### src/rtl/mem_arbiter.sv
// mem_arbiter: shares one memory port between two requesters.
// Round-robin on ties, bounded hold while the other side waits.
module mem_arbiter #(
  parameter int ADDR_W   = 4,
  parameter int DATA_W   = 8,
  parameter int MAX_HOLD = 4
) (
  input  logic              clk,
  input  logic              clr,
  input  logic              req0,
  input  logic              req1,
  input  logic              we0,
  input  logic              we1,
  input  logic [ADDR_W-1:0] addr0,
  input  logic [ADDR_W-1:0] addr1,
  input  logic [DATA_W-1:0] wdata0,
  input  logic [DATA_W-1:0] wdata1,
  output logic              grant0,
  output logic              grant1,
  output logic              ack0,
  output logic              ack1,
  output logic [DATA_W-1:0] rdata0,
  output logic [DATA_W-1:0] rdata1,
  output logic [ADDR_W-1:0] mem_addr,
  output logic              mem_write,
  output logic              mem_read,
  output logic [DATA_W-1:0] mem_wdata,
  input  logic [DATA_W-1:0] mem_rdata
);

  typedef enum logic [1:0] {
    NONE = 2'd0,
    P0   = 2'd1,
    P1   = 2'd2
  } owner_t;

  localparam logic [4:0] HOLD_LIM = 5'(MAX_HOLD);

  owner_t     owner;
  owner_t     other;
  logic       last;
  logic [3:0] hold_cnt;
  logic [4:0] hold_inc;
  logic       own_req;
  logic       oth_req;

  assign grant0   = (owner == P0);
  assign grant1   = (owner == P1);
  assign other    = grant0 ? P1 : P0;
  assign own_req  = grant0 ? req0 : req1;
  assign oth_req  = grant0 ? req1 : req0;
  assign hold_inc = {1'b0, hold_cnt} + 5'd1;

  // last: 0 = P0 released most recently, 1 = P1
  always_ff @(posedge clk or negedge clr) begin
    if (!clr) begin
      owner    <= NONE;
      last     <= 1'b1;
      hold_cnt <= '0;
    end else begin
      unique case (owner)
        NONE: begin
          hold_cnt <= '0;
          if (req0 && (!req1 || last))
            owner <= P0;
          else if (req1)
            owner <= P1;
        end
        P0, P1: begin
          if (!own_req ||
              (oth_req && hold_inc >= HOLD_LIM)) begin
            owner    <= oth_req ? other : NONE;
            last     <= grant1;
            hold_cnt <= '0;
          end else if (!oth_req &&
                       hold_inc >= HOLD_LIM) begin
            hold_cnt <= HOLD_LIM[3:0];
          end else begin
            hold_cnt <= hold_inc[3:0];
          end
        end
        default: owner <= NONE;
      endcase
    end
  end

  assign ack0 = grant0 & req0;
  assign ack1 = grant1 & req1;

  always_comb begin
    mem_addr  = '0;
    mem_wdata = '0;
    mem_write = 1'b0;
    mem_read  = 1'b0;
    unique case (1'b1)
      ack0: begin
        mem_addr  = addr0;
        mem_wdata = wdata0;
        mem_write = we0;
        mem_read  = !we0;
      end
      ack1: begin
        mem_addr  = addr1;
        mem_wdata = wdata1;
        mem_write = we1;
        mem_read  = !we1;
      end
      default: ;
    endcase
  end

  assign rdata0 = mem_rdata;
  assign rdata1 = mem_rdata;

endmodule

### config.mk
export PLATFORM = sky130hd
export DESIGN_NAME = mem_arbiter
export DESIGN_NICKNAME = d
export VERILOG_FILES = /design/src/rtl/mem_arbiter.sv
export SDC_FILE = /design/constraint.sdc
export NUM_CORES = 1
export LEC_CHECK = 0
export ABC_AREA = 1
export CELL_PAD_IN_SITES_DETAIL_PLACEMENT = 0
export CELL_PAD_IN_SITES_GLOBAL_PLACEMENT = 1
export CORE_MARGIN = 2
export CORE_UTILIZATION = 20
export CTS_BUF_LIST = sky130_fd_sc_hd__clkbuf_4
export DETAILED_ROUTE_END_ITERATION = 12
export PLACE_DENSITY = 0.9
export SYNTH_ARGS = -nofsm -noshare
export SYNTH_HDL_FRONTEND = slang
export SYNTH_SLANG_ARGS = --single-unit
export TNS_END_PERCENT = 30
### constraint.sdc
create_clock -name clk -period 1.8 [get_ports clk]
set_clock_uncertainty 0.1 [all_clocks]
set_input_delay 0.18 -clock clk [delete_from_list [all_inputs] [get_ports clk]]
set_output_delay 0.18 -clock clk [all_outputs]
set_load 0.05 [all_outputs]
==> results.cfg, run 1 <==
[power]
power.total_mw = 2.04
seq_power_share_pct = 12.3
powerDensity_nw_per_um2 = 1240
power_switching_share_pct = 45.9
p_comb_share_pct = 80.1
p_clk_share_pct = 7.7
power.switching_mw = 0.936
p_leak_nw = 0.779
ir_drop_uv = 633
internal-power_mw = 1.10

[timing]
whs_ns = 0.0884
worstMarginPinSlew_ns = 0.315
rsz0062_at_grt = true
setup_ws_ns = -0.0812
slew_violations = 0
fin_crit_sh_pct = 105
final.setup.tns_ns = -0.968
setup_viol = 14
fin_crit_ns = 1.88
relSlewSlack_pct = 79.0
report.final.hold_viol_count = 0
fmax_ghz = 0.532

[final_layout]
final_nets = 199
final_layout_size_suffix_gt1_share_pct = 39.6
layoutNonFillerInstCount = 202
most-common-layout-cells = clkdlybuf4s50_1 (29), nand2_1 (27), buf_12 (19), a22o_4 (11), nand3_1 (9)
area_growth_pct = 110
diodes = 0
final_common_cell = clkdlybuf4s50_1
utilization_pct = 44.2
n_fill_cell = 346

[synthesis]
ys_seq_area_share_pct = 22.5
ys_dominant_reg_cell = dfrtp_1
syn_nets = 153
yosys.area.top_type = dfrtp_1
async_reset_ff_share_pct = 100
yosys_warnings = 0
syn_inst = 109
ys_types = 20
avgSynthCellArea_sq_um = 7.19
synth_area_leaders = dfrtp_1 (19%), buf_4 (15%), a22o_1 (15%)
synth-seq-cells = 7
synth_top_area_share_pct = 19.2
syn_area_sq_um = 783
synth_edf_count = 0

[worst_setup_path]
cp_common_cell = buf_12
cp-end-kind = output port
cp_data_arrival_time_ns = 1.60
crit_type = flip-flop to output port
cp-start-kind = flip-flop
cp_max_fo = 14
worstPathRequired_ns = 1.52
worstSetupStartpoint = owner[1]
cp_cell_sequence = buf_6 -> ha_4 -> nand2_4 -> inv_2 -> buf_12 -> a22o_4 -> buf_12
timing.rr.start = owner[0]
reg2reg_setup_slack_ns = 0.20
cpPeakStageDelay_ns = 0.39
slowest_stage = dfrtp_1

[clock_network]
numCtsBuffers = 3
htree_levels = 1
clock_latency_ns = 0.25
cts_buffer_depth = 2
cts_hold_buffers = 0
cts_tree = built
clock-sinks = 7
cts-root-buf = clkbuf_4
path_clk_slew_ns = 0.05

[run_status]
violations = setup timing
status = complete, but fails checks

[die]
die_x_microns = 66.6
start_util_pct = 21.1
io_pins = 72
die-area_sq_um = 4430
die_h_microns = 66.6
fp-row-count = 22
core_sq_um = 3720

[global_routing]
overflow = 0
grt_pass1_wl_microns = 3800
grtUsageTotal_pct = 11.3
antenna_found_initial = 0
grt_max_degree = 15
grt_pass1_vias = 772

[flow_run]
cap_violations = 0

[placement]
dp.cells = 189
numPortBuffers = 47
place_hpwl_microns = 1970
gp_congestion = 0.713

[routing]
vias = 840
viasPerCell = 4.16
ant_nets = 0
drc = 0
dr.pass1.iters = 4
drt-initial-drc-count = 18
wire_per_inst_microns = 12.8
wl_microns = 2580

[hold_path]
hp-class = primary input to asynchronous set/reset pin
==> what timing repair did <==
action / 4_1_cts / 5_1_grt
gates cloned: 1 / 0
endpoints found under the setup margin: 15 / 16
resized for setup: 12 / 5
pin swaps: 6 / 2
buffers inserted: 4 / 4
==> per-stage QoR <==
step	setup slack [ns]	area (sq um)
finish	-0.0812	1640
global route	-0.135	1640
CTS	-0.124	1590
detailed placement	-0.00181	1470
global placement	0.0540	1470
floorplan	-0.173	862
==> final cells by class <==
type	count	area [sq um]	area share, %
repair buffers	58	753	45.8
well taps	48	60.1	3.65
multi-input cells	71	564	34.3
repair inverters	1	7.51	0.457
inverters	13	51.3	3.12
clock buffers	4	30.0	1.83
flip-flops and latches	7	178	10.8
==> power groups by stage <==
| stage | clock, mW | combinational, mW | sequential [mW] |
|---|---|---|---|
| after floorplan | 0 | 0.937 | 0.247 |
| final | 0.156 | 1.63 | 0.250 |
| after global placement | 0 | 1.44 | 0.255 |
| after detailed placement | 0 | 1.45 | 0.259 |
| after global routing | 0.170 | 1.72 | 0.256 |
| after CTS | 0.164 | 1.57 | 0.248 |
==> cells in the mapped netlist (2+ instances only) <==
master    n
nand2_1  29
inv_1    10
o22ai_1   2
nand3_1   9
a22o_1   13
ha_1      6
buf_2     2
dfrtp_1   6
o21ai_1   2
nor2_1    2
a21oi_1   2
buf_4    16
inv_2     3
==> metal layers <==
metal,vias to the layer above,global-route usage [%],share of wire [%]
met5,-,0,0
met4,0,4.34,0
met3,0,2.03,3.8
met2,13,20.5,58
met1,388,12.9,38
li1,439,-,-
==> final timing paths <==
check / endpoint / depth (start not counted)
max in group asynchronous: last / 1
setup / recovery: mem_addr[3] / 7
setup reg to reg: owner[0] / 10
hold / removal: hold_cnt[1] / 1
hold reg to reg: last / 2
min in group clk: rdata0[6] / 0
==> sequential cells by signal, indices dropped and copies added, names as in the netlist <==
signal    cells
owner         2
last          1
hold_cnt      4
==> cell families (layout without fill, tap and decap cells) <==
| kind of cell | count (synthesis) | after routing | synth area share [%] |
|---|---|---|---|
| adder cells (fa/ha/maj) | 6 | 6 | 9.58 |
| flip-flops | 7 | 7 | 22.5 |
| AO/OA/AOI/OAI | 21 | 21 | 20.8 |
| AND/OR/NAND/NOR | 44 | 44 | 24.3 |
| buffers and inverters | 31 | 76 | 22.8 |
==> critical path: cells and delay by family (launching register included) <==
kind | cells | cell delay (ns)
buffers and inverters | 4 | 0.46
flip-flops | 1 | 0.39
AO/OA/AOI/OAI | 1 | 0.26
adder cells (fa/ha/maj) | 1 | 0.17
AND/OR/NAND/NOR | 1 | 0.07
(Power assumes the default switching activity.)
==> run 2: changes to the inputs <==
- GPL_ROUTABILITY_DRIVEN: unset -> 0
==> results of run 2 <==
The final DEF is identical to that of run 1; final timing and power are the same.
